`src/rtl/pulse_meter_pkg.sv`:
```
`default_nettype none
// ============================================================================
// Module   : pulse_meter_pkg
// Brief    : Shared state encoding and default sizes for the pulse burst meter.
// Revision : 1.0 - initial release
// ============================================================================
package pulse_meter_pkg;

    localparam int C_CNT_W  = 8;
    localparam int C_PCNT_W = 4;
    localparam int C_GAP    = 16;

    typedef enum logic [1:0] {
        IDLE   = 2'd0,
        HIGH   = 2'd1,
        LOW    = 2'd2,
        REPORT = 2'd3
    } state_e;

endpackage
`default_nettype wire

```
`src/rtl/sync_edge.sv`:
```
`default_nettype none
// ============================================================================
// Module   : sync_edge
// Brief    : Two-flop synchroniser plus delay flop with rise/fall detection.
// Revision : 1.0 - initial release
// ============================================================================
module sync_edge
    import pulse_meter_pkg::*;
(
    input  logic clock,
    input  logic reset,
    input  logic d,
    output logic s,
    output logic rise,
    output logic fall
);

    logic meta_q, meta_d;
    logic sync_q, sync_d;
    logic dly_q,  dly_d;

    always_comb begin
        meta_d = d;
        sync_d = meta_q;
        dly_d  = sync_q;
    end

    always_ff @(posedge clock or negedge reset) begin
        if (!reset) begin
            meta_q <= 1'b0;
            sync_q <= 1'b0;
            dly_q  <= 1'b0;
        end else begin
            meta_q <= meta_d;
            sync_q <= sync_d;
            dly_q  <= dly_d;
        end
    end

    assign s    = sync_q;
    assign rise =  sync_q & ~dly_q;
    assign fall = ~sync_q &  dly_q;

endmodule
`default_nettype wire

```
`src/rtl/pulse_burst_meter.sv`:
```
`default_nettype none
// ============================================================================
// Module   : pulse_burst_meter
// Brief    : Measures pulse count and min/max high width per burst and reports
//            one summary per burst over a valid/ready handshake.
// Revision : 1.0 - initial release
// ============================================================================
module pulse_burst_meter
    import pulse_meter_pkg::*;
#(
    parameter int CNT_W  = C_CNT_W,
    parameter int PCNT_W = C_PCNT_W,
    parameter int GAP    = C_GAP
) (
    input  logic              clock,
    input  logic              reset,
    input  logic              enable,
    input  logic              signal,
    input  logic              ready,
    output logic              valid,
    output logic [PCNT_W-1:0] pulses,
    output logic [CNT_W-1:0]  high_min,
    output logic [CNT_W-1:0]  high_max,
    output logic              overflow,
    output logic              busy
);

    localparam logic [PCNT_W-1:0] C_PMAX = {PCNT_W{1'b1}};
    localparam logic [CNT_W-1:0]  C_HMAX = {CNT_W{1'b1}};
    localparam logic [7:0]        C_LEND = 8'(GAP - 1);

    logic s, rise, fall;

    sync_edge u_sync (
        .clock (clock),
        .reset (reset),
        .d     (signal),
        .s     (s),
        .rise  (rise),
        .fall  (fall)
    );

    state_e              state_q,    state_d;
    logic [PCNT_W-1:0]   pcnt_q,     pcnt_d;
    logic [CNT_W-1:0]    hcnt_q,     hcnt_d;
    logic [7:0]          lcnt_q,     lcnt_d;
    logic [CNT_W-1:0]    acc_min_q,  acc_min_d;
    logic [CNT_W-1:0]    acc_max_q,  acc_max_d;
    logic                acc_ovf_q,  acc_ovf_d;
    logic                valid_q,    valid_d;
    logic [PCNT_W-1:0]   pulses_q,   pulses_d;
    logic [CNT_W-1:0]    high_min_q, high_min_d;
    logic [CNT_W-1:0]    high_max_q, high_max_d;
    logic                overflow_q, overflow_d;
    logic                busy_q,     busy_d;

    always_comb begin
        state_d    = state_q;
        pcnt_d     = pcnt_q;
        hcnt_d     = hcnt_q;
        lcnt_d     = lcnt_q;
        acc_min_d  = acc_min_q;
        acc_max_d  = acc_max_q;
        acc_ovf_d  = acc_ovf_q;
        valid_d    = valid_q;
        pulses_d   = pulses_q;
        high_min_d = high_min_q;
        high_max_d = high_max_q;
        overflow_d = overflow_q;

        case (state_q)
            IDLE: begin
                if (enable && rise) begin
                    state_d   = HIGH;
                    pcnt_d    = PCNT_W'(1);
                    hcnt_d    = CNT_W'(1);
                    acc_min_d = C_HMAX;
                    acc_max_d = '0;
                    acc_ovf_d = 1'b0;
                end
            end
            HIGH: begin
                if (!enable) begin
                    state_d = IDLE;
                end else if (fall) begin
                    if (hcnt_q < acc_min_q) acc_min_d = hcnt_q;
                    if (hcnt_q > acc_max_q) acc_max_d = hcnt_q;
                    lcnt_d  = 8'd1;
                    state_d = LOW;
                end else if (s) begin
                    if (hcnt_q == C_HMAX) acc_ovf_d = 1'b1;
                    else                  hcnt_d    = hcnt_q + CNT_W'(1);
                end
            end
            LOW: begin
                // A rise always wins, so a low run of GAP-1 cycles keeps the burst
                if (!enable) begin
                    state_d = IDLE;
                end else if (rise) begin
                    if (pcnt_q == C_PMAX) acc_ovf_d = 1'b1;
                    else                  pcnt_d    = pcnt_q + PCNT_W'(1);
                    hcnt_d  = CNT_W'(1);
                    state_d = HIGH;
                end else if (!s && lcnt_q == C_LEND) begin
                    state_d    = REPORT;
                    valid_d    = 1'b1;
                    pulses_d   = pcnt_q;
                    high_min_d = acc_min_q;
                    high_max_d = acc_max_q;
                    overflow_d = acc_ovf_q;
                end else begin
                    lcnt_d = lcnt_q + 8'd1;
                end
            end
            REPORT: begin
                if (ready) begin
                    valid_d = 1'b0;
                    state_d = IDLE;
                end
            end
            default: state_d = IDLE;
        endcase

        busy_d = (state_d == HIGH) || (state_d == LOW);
    end

    always_ff @(posedge clock or negedge reset) begin
        if (!reset) begin
            state_q    <= IDLE;
            pcnt_q     <= '0;
            hcnt_q     <= '0;
            lcnt_q     <= '0;
            acc_min_q  <= '1;
            acc_max_q  <= '0;
            acc_ovf_q  <= 1'b0;
            valid_q    <= 1'b0;
            pulses_q   <= '0;
            high_min_q <= '0;
            high_max_q <= '0;
            overflow_q <= 1'b0;
            busy_q     <= 1'b0;
        end else begin
            state_q    <= state_d;
            pcnt_q     <= pcnt_d;
            hcnt_q     <= hcnt_d;
            lcnt_q     <= lcnt_d;
            acc_min_q  <= acc_min_d;
            acc_max_q  <= acc_max_d;
            acc_ovf_q  <= acc_ovf_d;
            valid_q    <= valid_d;
            pulses_q   <= pulses_d;
            high_min_q <= high_min_d;
            high_max_q <= high_max_d;
            overflow_q <= overflow_d;
            busy_q     <= busy_d;
        end
    end

    assign valid    = valid_q;
    assign pulses   = pulses_q;
    assign high_min = high_min_q;
    assign high_max = high_max_q;
    assign overflow = overflow_q;
    assign busy     = busy_q;

endmodule
`default_nettype wire

```
`config.mk`:
```
export PLATFORM = sky130hd
export DESIGN_NAME = pulse_burst_meter
export DESIGN_NICKNAME = d
export VERILOG_FILES = /design/src/rtl/pulse_meter_pkg.sv /design/src/rtl/sync_edge.sv /design/src/rtl/pulse_burst_meter.sv
export SDC_FILE = /design/constraint.sdc
export NUM_CORES = 1
export LEC_CHECK = 0
export CAP_MARGIN = 20
export CORE_MARGIN = 2
export CORE_UTILIZATION = 37
export CTS_BUF_LIST = sky130_fd_sc_hd__clkbuf_2
export DETAILED_ROUTE_END_ITERATION = 10
export GPL_TIMING_DRIVEN = 0
export HOLD_SLACK_MARGIN = 0.02
export PLACE_DENSITY = 0.54
export RECOVER_POWER = 100
export SYNTH_ARGS = -nofsm -noshare
export SYNTH_HDL_FRONTEND = slang
export SYNTH_HIERARCHICAL = 1
export SYNTH_SLANG_ARGS = --single-unit
```
`constraint.sdc`:
```
create_clock -name clock -period 5.7 [get_ports clock]
set_clock_uncertainty 0.05 [all_clocks]
set_input_delay 0.57 -clock clock [delete_from_list [all_inputs] [get_ports clock]]
set_output_delay 0.57 -clock clock [all_outputs]
set_load 0.05 [all_outputs]
```
==> metrics.yaml, run 1 <==
yosysWarnings: 6
boundaryPins: 28
cts_root_buffer: "clkbuf_2"
ir_drop_mv: 0.1307
rr_startpoint: "lcnt_q[5]"
yosysMostFrequentCell: "dfrtp_1"
hold_viol_final: 0
register_area_um2: 1637
swShare_pct: 42.38
grt.total_usage_pct: 16.48
p_seq_share_pct: 44.0
cts_sinks: 65
placementRows: 36
place_ws_ns: 3.063
min_path_cells: 0
area_growth_pct: 11.18
vias: 2752
r2r_slack_ns: 2.25
yosys.area_share.simple_pct: 16.70
synth_area_per_cell_um2: 10.28
synthAdderAreaFrac_pct: 7.589
slew_headroom_pct: -134.7
route.detailed.drc: 0
min_to: "u_sync/s"
p_int_mw: 0.8463
critPathLaunchType: "flip-flop"
ys_seq_area_share_pct: 45.12
coreArea_um2: 9639
synthArstFlopShare_pct: 100.0
nFillCells: 991
final_max_slew_viol_count: 66
cp.required_ns: 6.05
synth_top_area_share_pct: 39.32
maxCapViolCount: 1
cts-resized-gates: 0
violations: "capacitance limit, slew limit"
cp-end-kind: "flip-flop"
synthTopCellsByArea: "dfrtp_1, ha_1, mux2_4"
grt_pass1_vias: 2719
clkPwrFrac_pct: 18.6
tns_ns: 0
yosys.area.top_type: "dfrtp_1"
switchingPower_mw: 0.6226
drt-initial-drc-count: 75
comb_power_share_pct: 37.4
synth_compound_area_share_pct: 14.83
vias_per_cell: 5.212
synth_edf_count: 0
port_buffers: 26
p_leak_nw: 1.887
finalCritPeriodShare_pct: 60.49
cts_buffers: 9
postCtsSetupBuffers: 0
setup_violations: 0
synth_top_cells_by_count: "dfrtp_1, nand2_1, nor2_1, inv_1, ha_1"
start_util_pct: 37.63
cts_max_level: 3
fin_ws_ns: 2.252
drt_wl_total_mm: 7.859
max_freq_ghz: 0.2900
ys_seq_elements: 65
p_per_area_nw_per_um2: 364.3
drive_gt1_share_pct: 7.595
status: "complete, but fails checks"
die_h_um: 103.0
worst_pin_slew_ns: 3.520
antenna_found_initial: 0
clk_pin_slew_worst_paths_ns: 0.17
synth-xor-area-share_pct: 1.449
nNetsFinal: 417
wl_per_cell_um: 14.88
cts_tree: "done"
syn_inst: 353
clockBufferDepth: 2
clock_latency_ns: 0.51
overflow: 0
cp_data_arrival_time_ns: 3.80
ant_nets: 0
rsz0062_at_grt: "no"
routabilityCongestion: 0.9053
r2r-end: "high_min[4]"
synth_cell_types: 56
hold_class: "reg -> reg"
syn_nets: 380
place_area_um2: 4051
hpwl_mm: 5.591
synth_top_family_by_area: "simple AND/OR/NAND/NOR gates"
reg2reg_depth: 6
multi_input_area_um2: 1719
post_synth_instance_area_um2: 3627
synthMuxAreaShare_pct: 8.969
grt_max_degree: 66
dieWidth_um: 103.0
grt_pass1_wl_mm: 13.41
dieArea_um2: 10610
worstSetupPathType: "reg -> reg"
holdBufCountCts: 0
path_max_fanout: 10
finalCriticalPeriod_ns: 3.448
diodes: 0
final_util_pct: 41.84
hp-start: "u_sync/meta_q"
post-route-cell-area_um2: 4033
synth-main-ff-cell: "dfrtp_1"
drt_pass1_iterations: 4
-- critical path: stages (launching register included) --
cell      delay [ns]
dfrtp_1         0.45
or4_2           0.67
nor3_1          0.64
and4b_1         0.29
clkbuf_1        0.33
clkbuf_1        0.53
mux2_1          0.38
-- kinds of logic (layout without fill, tap and decap cells) --
kind of cell | count (synthesis) | after routing
fa+ha+maj | 22 | 22
mux | 23 | 23
buf+inv | 40 | 82
flops | 65 | 65
simple gates | 124 | 124
compound gates | 73 | 73
xor+xnor | 6 | 6
-- layout by cell type, fill, tap and decap left out, types with 3 or more instances in the layout --
cell,instances
a211oi_1,8
a21oi_1,10
a22oi_1,3
a311oi_1,8
and3_1,4
clkbuf_1,15
clkbuf_2,9
clkinv_1,4
dfrtp_1,57
dfstp_2,8
dlygate4sd3_1,24
ha_1,22
inv_1,25
mux2_1,17
mux2_2,4
nand2_1,46
nand3_1,11
nand4_1,6
nand4b_1,3
nor2_1,31
nor2b_1,4
nor4_1,4
o21ai_0,12
o221ai_1,13
xnor2_1,5
-- power groups by stage --
| stage | combinational, mW | clock, mW | sequential (mW) |
|---|---|---|---|
| 6_report | 0.550 | 0.273 | 0.646 |
| 5_1_grt | 0.638 | 0.302 | 0.662 |
| 2_1_floorplan | 0.407 | 0 | 0.633 |
| 3_3_place_gp | 0.545 | 0 | 0.655 |
| 3_5_place_dp | 0.554 | 0 | 0.657 |
| 4_1_cts | 0.558 | 0.283 | 0.648 |
-- stage by stage --
step / cells / hold WS [ns] / power [mW]
floorplan: 353 / 0.2244 / 1.039
global placement: 512 / 0.2825 / 1.201
detailed placement: 512 / 0.2864 / 1.211
CTS: 528 / 0.08390 / 1.489
global route: 528 / 0.3313 / 1.602
finish: 528 / 0.3257 / 1.469
-- flip-flops by register name, indices dropped and copies added, names as in the netlist, 2 cells and up --
| register | count |
|---|---|
| state_q | 2 |
| high_max | 8 |
| acc_max_q | 8 |
| lcnt_q | 8 |
| pulses | 4 |
| high_min | 8 |
| acc_min_q | 8 |
| hcnt_q | 8 |
| pcnt_q | 4 |
-- per-layer routing --
metal,global-route usage [%],vias to the layer above,part of all wire [%]
met3,3.525,13,3.3
met4,6.073,0,1.6
li1,-,1361,-
met5,0,-,0
met2,26.62,50,47
met1,21.80,1328,48
-- cell type report --
cell class                      count  share of cell area (%)
Sequential cell                    65                   40.58
Tap cell                          133                   4.127
Clock buffer                        9                   1.117
Clock inverter                      7                   1.520
Multi-Input combinational cell    248                   42.63
Buffer                             14                   1.303
Inverter                           26                   2.420
Timing Repair Buffer               26                   6.298
-- worst max-delay path by stage --
stage	from	slack (ns)	cells past startpoint	to
floorplan	lcnt_q[5]	3.57	6	high_max[3]
CTS	state_q[1]	3.02	8	acc_min_q[1]
global placement	reset	1.66	1	lcnt_q[2]
detailed placement	state_q[1]	3.06	8	acc_min_q[2]
finish	lcnt_q[5]	2.25	6	high_min[4]
global route	reset	1.65	1	high_max[0]
Note: power is estimated with default switching activity, not from simulation.
==> run 2, diff against run 1 <==
- PLACE_DENSITY: 0.54 -> 0.56
- clock period: 5.7 -> 3 ns (I/O delays scaled with it)
==> run 2 against run 1 <==
The run still ends with capacitance limit, slew limit left. Hold slack worse by 0.15 ns. Worst setup slack worse by 2.1 ns. Critical path depth unchanged. Flip-flop and latch count unchanged. Maximum frequency up 21%. Critical path type unchanged. Critical endpoint is now high_max[7]. Largest power group unchanged. Highest routed layer unchanged.
==> metrics.yaml, run 2 (synthesized netlist as in run 1, its figures left out) <==
finalCriticalPeriod_ns: 2.845
critPathLaunchType: "flip-flop"
cts_buffers: 9
max_stage_delay_ns: 0.66
slew_headroom_pct: -8.420
routabilityCongestion: 0.8276
violations: "capacitance limit, slew limit"
nNetsFinal: 418
place_inst: 512
nFillCells: 984
finalCritPeriodShare_pct: 94.83
critPathSlowestCell: "or4_2"
clockBufferDepth: 2
overflow: 0
rsz0062_at_grt: "no"
hpwl_mm: 5.485
antenna_found_initial: 0
route.detailed.drc: 0
register_area_um2: 1637
post-route-cell-area_um2: 4109
p_seq_share_pct: 44.4
p_int_mw: 1.610
p_leak_nw: 1.915
worstSetupPathType: "reg -> reg"
die_h_um: 103.0
path_max_fanout: 10
worst_pin_slew_ns: 1.626
ir_drop_mv: 0.2170
cp_data_arrival_time_ns: 3.19
final_max_slew_viol_count: 66
dieArea_um2: 10610
ant_nets: 0
hold_class: "in -> reg"
grt.total_usage_pct: 16.31
multi_input_area_um2: 1749
cts_max_level: 3
max_freq_ghz: 0.3515
grt_pass1_vias: 2687
hold_viol_final: 0
postCtsSetupBuffers: 0
grt_max_degree: 66
vias: 2770
coreArea_um2: 9639
status: "complete, but fails checks"
area_growth_pct: 13.28
cp-end-kind: "flip-flop"
r2r_slack_ns: 0.16
switchingPower_mw: 1.158
clkPwrFrac_pct: 18.1
place_area_um2: 4051
diodes: 0
comb_power_share_pct: 37.5
cts_root_buffer: "clkbuf_2"
setup_violations: 0
hp-start: "enable"
placementRows: 36
swShare_pct: 41.82
boundaryPins: 28
cp_cell_sequence: "or4_2 > nor3_1 > and4b_1 > buf_6 > buf_12 > mux2_1"
start_util_pct: 37.63
cts_tree: "done"
rr_startpoint: "lcnt_q[5]"
maxCapViolCount: 1
clock_latency_ns: 0.50
clk_pin_slew_worst_paths_ns: 0.18
dieWidth_um: 103.0
port_buffers: 26
cp.required_ns: 3.34
layout.cells.non_filler: 529
total_power_mw: 2.768
cts_sinks: 65
wl_per_cell_um: 14.77
grt_pass1_wl_mm: 13.22
drt_pass1_iterations: 4
drt-initial-drc-count: 145
drive_gt1_share_pct: 11.11
final_common_cell: "dfrtp_1"
vias_per_cell: 5.236
drt_wl_total_mm: 7.811
tns_ns: 0
p_per_area_nw_per_um2: 673.7
final_cell_mix: "dfrtp_1, nand2_1, nor2_1"
cp-startpoint: "lcnt_q[5]"
## run 2: cell type report
cell class	count	share of cell area, %
buffer	14	2.314
clock buffer	10	1.218
clock inverter	6	1.188
inverter	26	2.375
multi-input combinational	248	42.57
sequential	65	39.83
tap	133	4.050
timing repair buffer	27	6.456
## run 2: worst paths after layout
path / to / cells after the start
worst max-delay path: high_max[7] / 6
worst min-delay path: state_q[0] / 3
worst max register to register: high_max[7] / 6
worst min register to register: u_sync/s / 0
max in group asynchronous: lcnt_q[5] / 2
min in group asynchronous: pulses[2] / 2
## run 2: power groups by stage
stage          Sequential [mW]  Clock (mW)  Combinational (mW)
6_report                  1.23       0.500                1.04
5_1_grt                   1.26       0.574                1.20
4_1_cts                   1.23       0.521                1.05
3_5_place_dp              1.25           0                1.05
3_3_place_gp              1.24           0                1.03
2_1_floorplan             1.20           0               0.773
## run 2: per-stage QoR
step / utilization [%] / setup slack, ns / hold slack, ns
2_1_floorplan: - / 0.8707 / -0.04559
3_3_place_gp: 42.06 / -0.6738 / 0.2817
3_5_place_dp: 42.03 / 0.3586 / 0.2934
4_1_cts: 43.16 / 0.2880 / 0.1420
5_1_grt: 42.63 / 0.03632 / 0.1224
6_report: 42.63 / 0.1552 / 0.1801
## run 2: worst max-delay path: cells and delay by family (launching register included)
| family | cells | cell delay (ns) |
|---|---|---|
| buffers and inverters | 2 | 0.31 |
| multiplexers | 1 | 0.33 |
| flip-flops | 1 | 0.44 |
| AND/OR/NAND/NOR | 3 | 1.62 |
## run 2: layer usage
metal | up-vias | share of wire [%] | track usage (%)
met5 | - | 0 | 0
met4 | 0 | 1.3 | 4.555
met3 | 9 | 4.0 | 4.881
met2 | 55 | 44 | 25.22
met1 | 1340 | 51 | 22.29
li1 | 1366 | - | -
## run 2: timing repair
item	CTS	global route
hold buffers	1	0
endpoints found under the hold margin	57	0
resized for setup	0	0
==> run 3, diff against run 2 <==
--- a/config.mk
+++ b/config.mk
@@ -6,5 +6,4 @@
 export NUM_CORES = 1
 export LEC_CHECK = 0
-export CAP_MARGIN = 20
 export CORE_MARGIN = 2
 export CORE_UTILIZATION = 37
--- a/constraint.sdc
+++ b/constraint.sdc
@@ -3,3 +3,3 @@
 set_input_delay 0.3 -clock clock [delete_from_list [all_inputs] [get_ports clock]]
 set_output_delay 0.3 -clock clock [all_outputs]
-set_load 0.05 [all_outputs]
+set_load 0.1 [all_outputs]
==> results of run 3 <==
The final DEF is identical to that of run 2. Status: complete, but fails checks: capacitance limit, slew limit.
Among the figures that moved: total power 2.768 mW -> 2.788 mW
